[src/rtl/operand_ready_stage.sv]
`default_nettype none
// ============================================================================
// operand_ready_stage : single-entry decode->issue hold stage that waits for
//                       GPR busy bits to clear. Optional stall counter is
//                       enabled by defining OPERAND_STALL_COUNT_EN.
// Revision: 1.0
// ============================================================================
`ifndef OPERAND_LENGTH_4WORD
`define OPERAND_LENGTH_4WORD 12
`endif
`ifndef OPERAND_LENGTH_2WORD
`define OPERAND_LENGTH_2WORD 12
`endif

module operand_ready_stage #(
    parameter int WFID_W      = 6,
    parameter int STALL_CNT_W = 16
) (
    input  logic                             clk,
    input  logic                             rst,
    input  logic                             decode_valid,
    output logic                             decode_ready,
    input  logic [WFID_W-1:0]                decode_wfid,
    input  logic [`OPERAND_LENGTH_4WORD-1:0] decode_dest_reg1,
    input  logic [`OPERAND_LENGTH_2WORD-1:0] decode_dest_reg2,
    input  logic [`OPERAND_LENGTH_4WORD-1:0] decode_source_reg1,
    input  logic [`OPERAND_LENGTH_2WORD-1:0] decode_source_reg2,
    input  logic [`OPERAND_LENGTH_2WORD-1:0] decode_source_reg3,
    input  logic [`OPERAND_LENGTH_4WORD-1:0] decode_source_reg4,
    output logic [`OPERAND_LENGTH_4WORD-1:0] f_decode_dest_reg1,
    output logic [`OPERAND_LENGTH_2WORD-1:0] f_decode_dest_reg2,
    output logic [`OPERAND_LENGTH_4WORD-1:0] f_decode_source_reg1,
    output logic [`OPERAND_LENGTH_2WORD-1:0] f_decode_source_reg2,
    output logic [`OPERAND_LENGTH_2WORD-1:0] f_decode_source_reg3,
    output logic [`OPERAND_LENGTH_4WORD-1:0] f_decode_source_reg4,
    input  logic [3:0]                       decode_dest_reg1_busy_bits,
    input  logic [1:0]                       decode_dest_reg2_busy_bits,
    input  logic [3:0]                       decode_source_reg1_busy_bits,
    input  logic [1:0]                       decode_source_reg2_busy_bits,
    input  logic [1:0]                       decode_source_reg3_busy_bits,
    input  logic [3:0]                       decode_source_reg4_busy_bits,
    output logic                             issue_valid,
    input  logic                             issue_ready,
    output logic [WFID_W-1:0]                issue_wfid,
    output logic [`OPERAND_LENGTH_4WORD-1:0] issue_dest_reg1,
    output logic [`OPERAND_LENGTH_2WORD-1:0] issue_dest_reg2,
    output logic [`OPERAND_LENGTH_4WORD-1:0] issue_source_reg1,
    output logic [`OPERAND_LENGTH_2WORD-1:0] issue_source_reg2,
    output logic [`OPERAND_LENGTH_2WORD-1:0] issue_source_reg3,
    output logic [`OPERAND_LENGTH_4WORD-1:0] issue_source_reg4,
    input  logic                             flush_valid,
    input  logic [WFID_W-1:0]                flush_wfid,
    output logic [STALL_CNT_W-1:0]           stall_cycles
);

    typedef enum logic [1:0] {
        S_EMPTY = 2'd0,
        S_WAIT  = 2'd1,
        S_ISSUE = 2'd2
    } state_t;

    state_t r_state;
    state_t w_state_nxt;

    logic [WFID_W-1:0]                r_wfid;
    logic [`OPERAND_LENGTH_4WORD-1:0] r_dest_reg1;
    logic [`OPERAND_LENGTH_2WORD-1:0] r_dest_reg2;
    logic [`OPERAND_LENGTH_4WORD-1:0] r_source_reg1;
    logic [`OPERAND_LENGTH_2WORD-1:0] r_source_reg2;
    logic [`OPERAND_LENGTH_2WORD-1:0] r_source_reg3;
    logic [`OPERAND_LENGTH_4WORD-1:0] r_source_reg4;

    logic w_any_busy;
    logic w_flush_hit;
    logic w_issue_fire;
    logic w_capture;
    logic w_drop;
    logic w_load;

    assign w_any_busy = (|decode_dest_reg1_busy_bits)   | (|decode_dest_reg2_busy_bits)   |
                        (|decode_source_reg1_busy_bits) | (|decode_source_reg2_busy_bits) |
                        (|decode_source_reg3_busy_bits) | (|decode_source_reg4_busy_bits);

    assign w_flush_hit  = flush_valid && (r_state != S_EMPTY) && (flush_wfid == r_wfid);
    assign w_issue_fire = (r_state == S_ISSUE) && issue_ready && !w_flush_hit;
    assign w_capture    = decode_valid && decode_ready;
    // An instruction arriving together with a flush of its own wavefront is never held.
    assign w_drop       = w_capture && flush_valid && (flush_wfid == decode_wfid);
    assign w_load       = w_capture && !w_drop;

    always_ff @(posedge clk or negedge rst) begin
        if (!rst) begin
            r_state <= S_EMPTY;
        end else begin
            r_state <= w_state_nxt;
        end
    end

    always_comb begin
        w_state_nxt  = r_state;
        decode_ready = 1'b0;
        issue_valid  = 1'b0;
        case (r_state)
            S_EMPTY: begin
                decode_ready = 1'b1;
                if (w_load) begin
                    w_state_nxt = S_WAIT;
                end
            end
            S_WAIT: begin
                if (!w_any_busy) begin
                    w_state_nxt = S_ISSUE;
                end
            end
            S_ISSUE: begin
                issue_valid  = !w_flush_hit;
                decode_ready = w_issue_fire;
                if (w_issue_fire) begin
                    w_state_nxt = w_load ? S_WAIT : S_EMPTY;
                end
            end
            default: begin
                w_state_nxt = S_EMPTY;
            end
        endcase
        if (w_flush_hit) begin
            w_state_nxt = S_EMPTY;
        end
    end

    always_ff @(posedge clk or negedge rst) begin
        if (!rst) begin
            r_wfid        <= '0;
            r_dest_reg1   <= '0;
            r_dest_reg2   <= '0;
            r_source_reg1 <= '0;
            r_source_reg2 <= '0;
            r_source_reg3 <= '0;
            r_source_reg4 <= '0;
        end else if (w_load) begin
            r_wfid        <= decode_wfid;
            r_dest_reg1   <= decode_dest_reg1;
            r_dest_reg2   <= decode_dest_reg2;
            r_source_reg1 <= decode_source_reg1;
            r_source_reg2 <= decode_source_reg2;
            r_source_reg3 <= decode_source_reg3;
            r_source_reg4 <= decode_source_reg4;
        end
    end

    assign f_decode_dest_reg1   = r_dest_reg1;
    assign f_decode_dest_reg2   = r_dest_reg2;
    assign f_decode_source_reg1 = r_source_reg1;
    assign f_decode_source_reg2 = r_source_reg2;
    assign f_decode_source_reg3 = r_source_reg3;
    assign f_decode_source_reg4 = r_source_reg4;

    assign issue_wfid        = r_wfid;
    assign issue_dest_reg1   = r_dest_reg1;
    assign issue_dest_reg2   = r_dest_reg2;
    assign issue_source_reg1 = r_source_reg1;
    assign issue_source_reg2 = r_source_reg2;
    assign issue_source_reg3 = r_source_reg3;
    assign issue_source_reg4 = r_source_reg4;

`ifdef OPERAND_STALL_COUNT_EN
    logic [STALL_CNT_W-1:0] r_stall_cnt;

    // Counts busy cycles of the current hold only; saturates rather than wrapping.
    always_ff @(posedge clk or negedge rst) begin
        if (!rst) begin
            r_stall_cnt <= '0;
        end else if (w_capture) begin
            r_stall_cnt <= '0;
        end else if ((r_state == S_WAIT) && w_any_busy && (r_stall_cnt != '1)) begin
            r_stall_cnt <= r_stall_cnt + STALL_CNT_W'(1);
        end
    end

    assign stall_cycles = r_stall_cnt;
`else
    assign stall_cycles = '0;
`endif

endmodule

`default_nettype wire

[config.mk]
export PLATFORM = sky130hd
export DESIGN_NAME = operand_ready_stage
export DESIGN_NICKNAME = d
export VERILOG_FILES = /design/src/rtl/operand_ready_stage.sv
export SDC_FILE = /design/constraint.sdc
export NUM_CORES = 1
export LEC_CHECK = 0
export BUFFER_PORTS_ARGS = -buffer_cell sky130_fd_sc_hd__buf_2
export CAP_MARGIN = 20
export CORE_AREA = 2 2 107 109
export DETAILED_ROUTE_END_ITERATION = 8
export DIE_AREA = 0 0 109 111
export GPL_TIMING_DRIVEN = 0
export HOLD_SLACK_MARGIN = 0.05
export MAX_ROUTING_LAYER = met4
export PLACE_DENSITY_LB_ADDON = 0.05
export SLEW_MARGIN = 40
export SYNTH_ARGS = -nofsm -noshare
export SYNTH_HDL_FRONTEND = slang
export SYNTH_SLANG_ARGS = --single-unit
[constraint.sdc]
create_clock -name clk -period 2.2 [get_ports clk]
set_clock_uncertainty 0.1 [all_clocks]
set_input_delay 0.11 -clock clk [delete_from_list [all_inputs] [get_ports clk]]
set_output_delay 0.11 -clock clk [all_outputs]
set_load 0.005 [all_outputs]
Word level (Yosys, flattened, before mapping):

Cells that the tools add are included.

* equal/unequal tests: 7
* mux-type cells: 8
* bitwise operators: 5
* reductions and logical operators: 19

Operators by type and width (number)
* equality test 6 bit: 2
* OR reduction 4 bit: 3
* != test 3 bit (second input constant): 3
* logical AND 1 bit: 8
* 2-to-1 mux 2 bit: 4
* case mux 2 bit (3 select lines): 1
* OR reduction 2 bit: 3
* bitwise OR 1 bit: 5
* AND reduction 3 bit: 1
* equality test 2 x 1 -> 1 bit (second input constant): 1
* equality test 2 bit (second input constant): 1
* zero test 1 bit: 2
* zero test 2 bit: 1
* 2-to-1 mux 1 bit: 2
* case mux 1 bit (2 select lines): 1
* nonzero test 2 bit: 1

* register bits after elaboration: 80
* word-level logic and storage cells: 47

Depth between registers and ports, before layout:

Gate-level depths: netlist of run 1.

* word-level depth: 15
* depth in mapped cells: 8
* mapped depth without buffers: 5

Least setup slack after synthesis of run 1:

OpenSTA, ideal clock, no wires.

* kind: register to register
* start point: register r_wfid[0] (netlist: issue_wfid[0])
* end point: register r_source_reg1[0] (netlist: f_decode_source_reg1[0])
* library setup time: 0.125 ns
* data arrival time: 1.847 ns
* data required time: 1.975 ns
* setup slack: 0.128 ns
* stages on the path, launching flop included: 9
* period minus slack after synthesis: 2.072 ns
* path through: dfrtp_1 > xnor2_1 > o2111ai_1 > o31a_1 > o2111a_1 > buf_6 > buf_6 > buf_6 > mux2_4

* cells in the longest elaborated chain, start to end: 10

RTL lines
* from (decl): line 65 `logic [WFID_W-1:0] r_wfid;`
* from (signal assigned): line 141 `r_wfid <= decode_wfid;`
* equality test 6 bit *: line 84 `assign w_flush_hit = flush_valid && (r_state != S_EMPTY) && (flush_wfid == r_wfid);`
* logical AND 1 bit *: line 84
* zero test 1 bit *: line 85 `assign w_issue_fire = (r_state == S_ISSUE) && issue_ready && !w_flush_hit;`
* logical AND 1 bit *: line 85
* case mux 1 bit (2 select lines) *: line 103 `case (r_state)`
* logical AND 1 bit *: line 86 `assign w_capture = decode_valid && decode_ready;`
* logical AND 1 bit (2 in series): line 88 `assign w_drop = w_capture && flush_valid && (flush_wfid == decode_wfid);`
* zero test 1 bit: line 89 `assign w_load = w_capture && !w_drop;`
* logical AND 1 bit *: line 89
* to (signal assigned): line 144 `r_source_reg1 <= decode_source_reg1;`
* to (decl): line 68 `` logic [`OPERAND_LENGTH_4WORD-1:0] r_source_reg1; ``

Every way passes the cells marked *; elsewhere a longest branch is shown, timed or not.
A chain may end at the register's enable or synchronous reset.

Worst setup path in the final report of run 1:

* start point: input port decode_wfid[5]
* end point: register r_dest_reg1[2] (netlist: f_decode_dest_reg1[2])

* cells in the longest elaborated chain, start to end: 4

RTL lines
* from (decl): line 23 `input logic [WFID_W-1:0] decode_wfid,`
* equality test 6 bit: line 88
* logical AND 1 bit: line 88
* zero test 1 bit: line 89
* logical AND 1 bit: line 89
* to (signal assigned): line 142 `r_dest_reg1 <= decode_dest_reg1;`
* to (decl): line 66 `` logic [`OPERAND_LENGTH_4WORD-1:0] r_dest_reg1; ``

No other way between the ends.

==> results of run 1 <==
## cell families after synthesis
logic type                count (synthesis)  synth area share, %
and+or+nand+nor                          16                 2.12
buffers and inverters                    99                 18.8
AOI/OAI and AO/OA                         6                 1.32
DFF                                      80                 51.5
other                                     1               0.0964
muxes                                    78                 23.5
xor gates and xnor gates                 12                 2.70
## flip-flops by register name (all words and copies together) (netlist names)
signal / cells
f_decode_dest_reg1: 12
f_decode_dest_reg2: 12
f_decode_source_reg1: 12
f_decode_source_reg2: 12
f_decode_source_reg3: 12
f_decode_source_reg4: 12
issue_wfid: 6
r_state: 2
## power by group through the flow
| stage | Clock, mW | Combinational (mW) | Sequential, mW |
|---|---|---|---|
| 2_1_floorplan | 0 | 1.95 | 2.80 |
| 3_3_place_gp | 0 | 3.61 | 2.80 |
| 3_5_place_dp | 0 | 3.65 | 2.83 |
| 4_1_cts | 1.80 | 3.87 | 2.81 |
| 5_1_grt | 1.86 | 4.21 | 2.92 |
| 6_report | 1.74 | 3.86 | 2.79 |
## placed cells by master, fill, tap and decap left out, types with 7 or more instances in the layout
master / count
buf_2: 258
buf_4: 100
clkbuf_16: 9
conb_1: 16
dfrtp_1: 80
dlygate4sd3_1: 80
mux2_2: 69
mux2_4: 9
xnor2_1: 7
## routing by layer
metal | track usage [%] | vias to the layer above | routed length, um
li1 | - | 1629 | -
met1 | 19.4 | 1568 | 3880
met2 | 30.1 | 142 | 5270
met3 | 3.94 | 11 | 783
met4 | 6.92 | 0 | 172
met5 | - | - | 0
## how the worst min path moves through the flow
stage                                         end                           from  slack [ps]
after floorplan             f_decode_dest_reg1[0]                            rst        -290
after global placement      f_decode_dest_reg2[6]            decode_dest_reg2[6]         240
after detailed placement  f_decode_source_reg3[9]                            rst         -20
after CTS                              r_state[1]  decode_dest_reg1_busy_bits[0]          70
after global routing                   r_state[0]  decode_dest_reg1_busy_bits[0]         140
final                                  r_state[1]  decode_dest_reg1_busy_bits[0]          80
## worst reg2reg max path: stages, from the launching register on
cell and delay, ps:
dfrtp_1 410, xnor2_2 150, nand2_1 110, o31a_1 330, o2111a_1 250, buf_6 140, buf_2 200, mux2_2 300
## cell type report
class	count	area [um2]
Fill cell	955	4390
Timing Repair Buffer	348	2190
Sequential cell	80	2000
Multi-Input combinational cell	128	1230
Buffer	96	729
Clock buffer	10	239
Tap cell	143	179
Clock inverter	6	115
Inverter	2	7.51
## repair_timing
| item | CTS | global route |
|---|---|---|
| gates cloned | 0 | 0 |
| pin swaps | 4 | 0 |
| hold endpoints to repair | 159 | 0 |
| hold buffers | 80 | 0 |
| setup endpoints to repair | 9 | 69 |
| resized for setup | 0 | 12 |
| buffers inserted | 9 | 0 |
==> qor.yml, run 1 <==
synth:
  syn_area_um2: 3890
  synth_ff_type: "dfrtp_1"
  yosys_warnings: 0
  syn_inst: 292
  netlist.area_leader.share_pct: 51.5
  ys_types: 23
  syn_area_per_cell_um2: 13.3
  yosys.area.top_type: "dfrtp_1"
  async_flop_share_pct: 100
  synth_area_leaders: "dfrtp_1, mux2_2, buf_4"
  synth-seq-cells: 80
  ys_seq_area_share_pct: 51.5
  synth_edf_count: 0
  synth_most_common_cell: "buf_4"
  synth_commonest_cells: "buf_4, dfrtp_1, mux2_2"
setup_path:
  start_kind: "input pin"
  crit_family: "buffers and inverters"
  crit_slowest_cell: "dlygate4sd3_1"
  cpPeakStageDelay_ps: 540
  crit_cells: 8
  critPathMaxFanout: 10
  r2r_start: "issue_wfid[5]"
  cp_cell_sequence: "dlygate4sd3_1, buf_2, xor2_1, or4_1, o2111a_1, buf_6, buf_2, mux2_2"
  worstPathArrival_ps: 2260
  crit_buf_inv: 4
  worstReg2RegEnd: "f_decode_dest_reg1[2]"
  worst-r2r-cell-count: 7
  crit_path_end: "f_decode_dest_reg1[2]"
  path_common_cell: "buf_2"
  crit_type: "input pin to flop"
  critPathRequiredTime_ps: 2320
  cp-end-kind: "flop"
  rrSetupSlack_ps: 120
  startpoint: "decode_wfid[5]"
power_and_ir_drop:
  power.density_nw_per_um2: 1250
  p_leak_nw: 3.48
  max-vdd-ir-drop_v: 0.000730
  internal_power_mw: 6.00
  swShare_pct: 28.5
  pwr-share-clk_pct: 20.8
  p_comb_share_pct: 46.0
  switchingPower_mw: 2.39
  power_mw: 8.39
  seqPwrFrac_pct: 33.3
sta:
  fin_crit_sh_pct: 97.3
  period_needed_ps: 2140
  timing.slew.headroom_pct: 65.4
  fmax_mhz: 467
  holdWs_ps: 82.6
  rsz0062_at_grt: "false"
  drv_slew: 0
  setup_ws_ps: 59.8
  finalSetupTns_ps: 0
  finalHoldViolations: 0
  worstMarginPinSlew_ps: 515
  setup_viol_count_final: 0
worst_hold_path:
  hold_path_depth: 4
  worstHoldPathType: "input pin to flop"
floorplanning:
  core_um2: 11100
  die_h_um: 111
  start_util_pct: 35.1
  rows: 39
  dieArea_um2: 12100
  io_pins: 275
  dieWidth_um: 109
placed_design:
  numPortBuffers: 258
  dpl_cell_area_um2: 5440
  hpwl_um: 7500
  gp_congestion: 0.738
  placedCellCount: 709
  pre_cts_slack_ps: -30.4
grt:
  overflow: 0
  grtUsageTotal_pct: 17.5
  grt_pass1_vias: 3347
  grt_pass1_wl_um: 16000
  antenna_found_initial: 0
  grt_max_degree: 48
drt:
  routed_wl_um: 10100
  dr.first_iter.drc_count: 62
  antenna_left: 0
  drcViolationCount: 0
  dr.pass1.iters: 3
  vias: 3350
  drt-vias-per-instance: 4.12
  wl_per_cell_um: 12.4
cells_and_area:
  drive_gt1_share_pct: 69.0
  final_util_pct: 60.4
  diodes: 0
  stdcell_count: 813
  nets: 772
  syn_to_final_growth_pct: 72.0
  fin_area_um2: 6690
clock_tree:
  cts_tree: "done"
  clock_path_buffers: 2
  cts.clk_slew.worst_paths_ps: 60
  ctsRootBufferMaster: "clkbuf_16"
  htreeDepth: 3
  cts_buffers: 9
  clk_latency_ps: 330
  cts_sinks: 80
run:
  maxCapViolations: 0
outcome:
  outcome: "finished, final reports clean"
(Power assumes the default switching activity.)
==> run 2: changes to the inputs <==
- ABC_CLOCK_PERIOD_IN_PS: default -> 2200
- CELL_PAD_IN_SITES_DETAIL_PLACEMENT: default -> 1
- CELL_PAD_IN_SITES_GLOBAL_PLACEMENT: default -> 1
- CORE_AREA: 2 2 107 109 -> default
- CORE_MARGIN: default -> 1.5
- CORE_UTILIZATION: default -> 30
- DIE_AREA: 0 0 109 111 -> default
==> run 2 against run 1 <==
Core utilization down 8.1 points. Maximum frequency up 0.14%. Final area down 1.3%. Clock power down 13%. Die area up 13%. Sequential power up 2%. Via count up 1.9%. Setup slack better by 3.0 ps. First-iteration DRC count up 6.5%. Global-route usage up 0.19 points. Largest power group unchanged.
==> qor.yml, run 2 (synthesized netlist as in run 1, its figures left out) <==
grt:
  grt_pass1_wl_um: 17800
  overflow: 0
  grt_use_met2_pct: 31.6
  grtUsageTotal_pct: 17.7
  gr-usage-met1_pct: 19.3
  grt-busiest-layer: "met2"
  grtUsageMet3_pct: 3.81
  antenna_found_initial: 0
  grt_pass1_vias: 3552
  grt_max_degree: 51
clock_tree:
  cts_setup_buffers: 0
  clk_latency_ps: 330
  cts_sinks: 80
  ctsRootBufferMaster: "clkbuf_16"
  cts.clk_slew.worst_paths_ps: 60
  cts_tree: "done"
  htreeDepth: 3
  clock_path_buffers: 2
  cts_buffers: 9
placed_design:
  hpwl_um: 8350
  gp_congestion: 0.706
  dpl_cell_area_um2: 5490
  placedCellCount: 738
  pre_cts_slack_ps: -13.9
  numPortBuffers: 258
power_and_ir_drop:
  power.density_nw_per_um2: 1240
  max-vdd-ir-drop_v: 0.000550
  power_mw: 8.18
  p_leak_nw: 3.42
worst_hold_path:
  worstHoldPathType: "input pin to flop"
drt:
  dr.first_iter.drc_count: 66
  dr.pass1.iters: 3
  antenna_left: 0
  drcViolationCount: 0
  routed_wl_um: 11800
  drt-vias-per-instance: 4.10
  wl_per_cell_um: 14.1
  vias: 3415
cells_and_area:
  fin_area_um2: 6600
  diodes: 0
  drive_gt1_share_pct: 68.4
  syn_to_final_growth_pct: 69.8
  layout_common_cells: "buf_2, buf_4, dfrtp_1, dlygate4sd3_1, mux2_2"
  nets: 763
  mostFrequentLayoutCell: "buf_2"
  stdcell_count: 833
  final_util_pct: 52.3
sta:
  period_needed_ps: 2140
  drv_slew: 0
  holdWs_ps: 65.3
  setup_ws_ps: 62.8
  setup_viol_count_final: 0
  rsz0062_at_grt: "true"
  finalHoldViolations: 0
  fmax_mhz: 468
  fin_crit_sh_pct: 97.1
  finalSetupTns_ps: 0
floorplanning:
  die_h_um: 117
  rows: 41
  start_util_pct: 30.8
  io_pins: 275
  dieWidth_um: 117
  dieArea_um2: 13700
  core_um2: 12600
setup_path:
  cp_cell_sequence: "dlygate4sd3_1, buf_2, xnor2_1, nand4_1, or4_1, o2111a_1, buf_6, buf_6, mux2_4"
  crit_type: "input pin to flop"
  rrSetupSlack_ps: 110
  worstPathArrival_ps: 2250
  cp-end-kind: "flop"
  crit_family: "buffers and inverters"
  cpPeakStageDelay_ps: 530
  critPathMaxFanout: 19
  path_common_cell: "buf_6"
  crit_slowest_cell: "dlygate4sd3_1"
  start_kind: "input pin"
  critPathRequiredTime_ps: 2310
  crit_buf_inv: 4
outcome:
  outcome: "finished, final reports clean"
run:
  maxCapViolations: 0
## run 2: cell types whose count changed in the layout (fill, tap and decap cells not counted), moves of 2 or more
cell,before,now
buf_2,258,261
buf_4,100,88
bufinv_16,3,1
clkinv_2,0,2
## run 2: area by class of cell
type                       count  area [um2]
inverter                       2        7.51
fill                        1475        6020
multi-input combinational    128        1230
sequential                    80        2000
clock buffer                  11         253
buffer                        96         718
timing repair buffer         339        2130
tap                          172         215
clock inverter                 5        55.1
## run 2: timing repair
action                     in CTS  in global routing
hold endpoints to repair      159                  0
pin swaps                       2                  1
hold buffers                   80                  0
resized for setup               1                  3
setup endpoints to repair       9                 48
## run 2: worst paths after layout
path,startpoint,end,cells past startpoint
max in group asynchronous,rst,f_decode_dest_reg1[7],3
worst min-delay path,decode_dest_reg1_busy_bits[1],r_state[1],4
worst max-delay path,decode_wfid[3],f_decode_source_reg1[2],9
worst min register to register,f_decode_source_reg2[8],f_decode_source_reg2[8],1
min in group asynchronous,rst,f_decode_source_reg3[0],2
worst max register to register,issue_wfid[0],f_decode_source_reg1[2],7
## run 2: where the power goes
part | switching [mW] | leakage [nW] | internal (mW)
Sequential | 0.631 | 0.950 | 2.21
Clock | 0.585 | 0.148 | 0.936
Combinational | 1.26 | 2.33 | 2.56
## run 2: per-layer routing
| metal | vias up | wire length [um] |
|---|---|---|
| met5 | - | 0 |
| met4 | 0 | 171 |
| met3 | 15 | 862 |
| met2 | 155 | 6220 |
| met1 | 1637 | 4510 |
| li1 | 1608 | - |
## run 2: tightest hold or removal path, stage by stage
cell and delay, ps:
buf_2 70, nor4_1 60, a31oi_1 170, nor2_1 50
==> run 3: changes to the inputs <==
- ABC_CLOCK_PERIOD_IN_PS: 2200 -> 1700
- CORE_UTILIZATION: 30 -> 27
- clock period: 2.2 -> 1.7 ns (I/O delays scaled with it)
==> run 3 against run 2 <==
First-iteration DRC count shrank 15%. The run now ends with setup timing left. Setup slack lost 510 ps. Hold slack gained 61 ps. Clock power grew 37%. Routed wire length shrank 0.70%. Sequential power grew 28%. Sequential share of layout area shrank 1.0 points.
==> qor.yml, run 3 (synthesized netlist as in run 1, its figures left out) <==
outcome:
  outcome: "complete, but fails checks"
  violations: "setup timing"
sta:
  finalHoldViolations: 0
  setup_ws_ps: -448
  rsz0062_at_grt: "true"
  fmax_mhz: 466
  fin_crit_sh_pct: 126
  timing.slew.headroom_pct: 61.8
  drv_slew: 0
  setup_viol_count_final: 81
  period_needed_ps: 2150
  worstMarginPinSlew_ps: 568
  finalSetupTns_ps: -30780
clock_tree:
  htreeDepth: 3
  cts_sinks: 80
  cts.clk_slew.worst_paths_ps: 60
  cts_tree: "done"
  ctsRootBufferMaster: "clkbuf_16"
  cts_buffers: 9
  clk_latency_ps: 340
  clock_path_buffers: 2
drt:
  wl_per_cell_um: 13.6
  vias: 3456
  drt-vias-per-instance: 4.03
  dr.pass1.iters: 3
  dr.first_iter.drc_count: 56
  routed_wl_um: 11700
  antenna_left: 0
  drcViolationCount: 0
floorplanning:
  rows: 43
  die_h_um: 123
  core_um2: 14000
  start_util_pct: 27.8
  dieWidth_um: 123
  io_pins: 275
  dieArea_um2: 15100
setup_path:
  critPathRequiredTime_ps: 1820
  cp-end-kind: "flop"
  r2r_start: "issue_wfid[2]"
  critPathMaxFanout: 10
  start_kind: "flop"
  worstReg2RegEnd: "f_decode_source_reg2[7]"
  worst-r2r-cell-count: 8
  rrSetupSlack_ps: -450
  crit_type: "flop to flop"
  worstPathArrival_ps: 2270
cells_and_area:
  syn_to_final_growth_pct: 75.8
  nets: 779
  mostFrequentLayoutCell: "buf_2"
  diodes: 0
  drive_gt1_share_pct: 68.8
  final_util_pct: 48.9
  layout_common_cells: "buf_2, buf_4, dlygate4sd3_1"
placed_design:
  numPortBuffers: 258
  hpwl_um: 8480
  gp_congestion: 0.763
grt:
  grt_use_met2_pct: 27.3
  grt_max_degree: 44
  overflow: 0
  antenna_found_initial: 0
  grtUsageMet3_pct: 4.29
  grtUsageTotal_pct: 15.9
  grt_pass1_vias: 3511
  gr-usage-met1_pct: 18.0
  grt-busiest-layer: "met2"
  grt_pass1_wl_um: 17700
power_and_ir_drop:
  internal_power_mw: 7.68
  p_leak_nw: 3.54
  seqPwrFrac_pct: 33.6
  switchingPower_mw: 3.17
  pwr-share-clk_pct: 19.1
  power.density_nw_per_um2: 1590
  max-vdd-ir-drop_v: 0.000736
  p_comb_share_pct: 47.3
  swShare_pct: 29.2
run:
  maxCapViolations: 0
worst_hold_path:
  worstHoldPathType: "input pin to asynchronous set/reset pin"
## run 3: cell count changes in the layout (fill, tap and decap cells not counted), sizes merged
cell and delta:
buf +15, clkinvlp -2, dlygate4sd3 +2, bufinv +1, clkbuf +1, clkinv -1
## run 3: critical path, stage by stage, from the launching register on
cell	delay [ps]
dfrtp_1	410
xnor2_2	160
o2111ai_2	130
o31a_1	280
o2111a_1	250
buf_6	140
buf_12	120
buf_12	140
mux2_4	290
## run 3: how the worst max path moves through the flow
| stage | slack, ps | end | cells past startpoint | start |
|---|---|---|---|---|
| after global placement | -530 | f_decode_source_reg1[0] | 8 | issue_wfid[5] |
| after detailed placement | -540 | f_decode_source_reg2[9] | 8 | issue_wfid[5] |
| final | -450 | f_decode_source_reg2[7] | 8 | issue_wfid[2] |
| after global routing | -510 | f_decode_source_reg1[0] | 8 | issue_wfid[2] |
| after CTS | -460 | f_decode_source_reg2[7] | 8 | issue_wfid[2] |
| after floorplan | -360 | f_decode_source_reg1[0] | 8 | issue_wfid[0] |
## run 3: final cells by class
cell class                      count  area, um2
Fill cell                        1592       7150
Timing Repair Buffer              357       2300
Sequential cell                    80       2000
Multi-Input combinational cell    128       1250
Buffer                             94        737
Clock buffer                       13        250
Tap cell                          180        225
Clock inverter                      3       65.1
Inverter                            2       7.51
## run 3: metrics by stage
step	total power, mW	hold WS (ps)	cell area [um2]	std cells	setup slack (ps)
global route	11.7	152	6840	857	-513
global placement	8.35	217	5470	745	-531
CTS	10.9	93.8	6770	853	-458
detailed placement	8.46	-76.4	5500	746	-537
floorplan	6.16	-311	3950	307	-355
finish	10.9	127	6840	857	-448
## run 3: metal layers
metal / vias to the layer above / part of all wire (%)
met5: - / 0
met1: 1648 / 40
met3: 14 / 7.0
met4: 0 / 1.3
met2: 154 / 52
li1: 1640 / -
## run 3: repair_timing
action | in CTS | in global routing
resized for setup | 13 | 10
setup buffers | 9 | 7
cloned | 0 | 1
endpoints found under the setup margin | 81 | 82
hold buffers | 82 | 0
pin swaps | 1 | 5
endpoints found under the hold margin | 160 | 0
## run 3: power by group through the flow
stage               clock (mW)  combinational [mW]  sequential (mW)
floorplan                    0                2.53             3.63
detailed placement           0                4.77             3.69
global placement             0                4.69             3.66
finish                    2.08                5.13             3.64
global route              2.22                5.65             3.82
CTS                       2.16                5.05             3.68
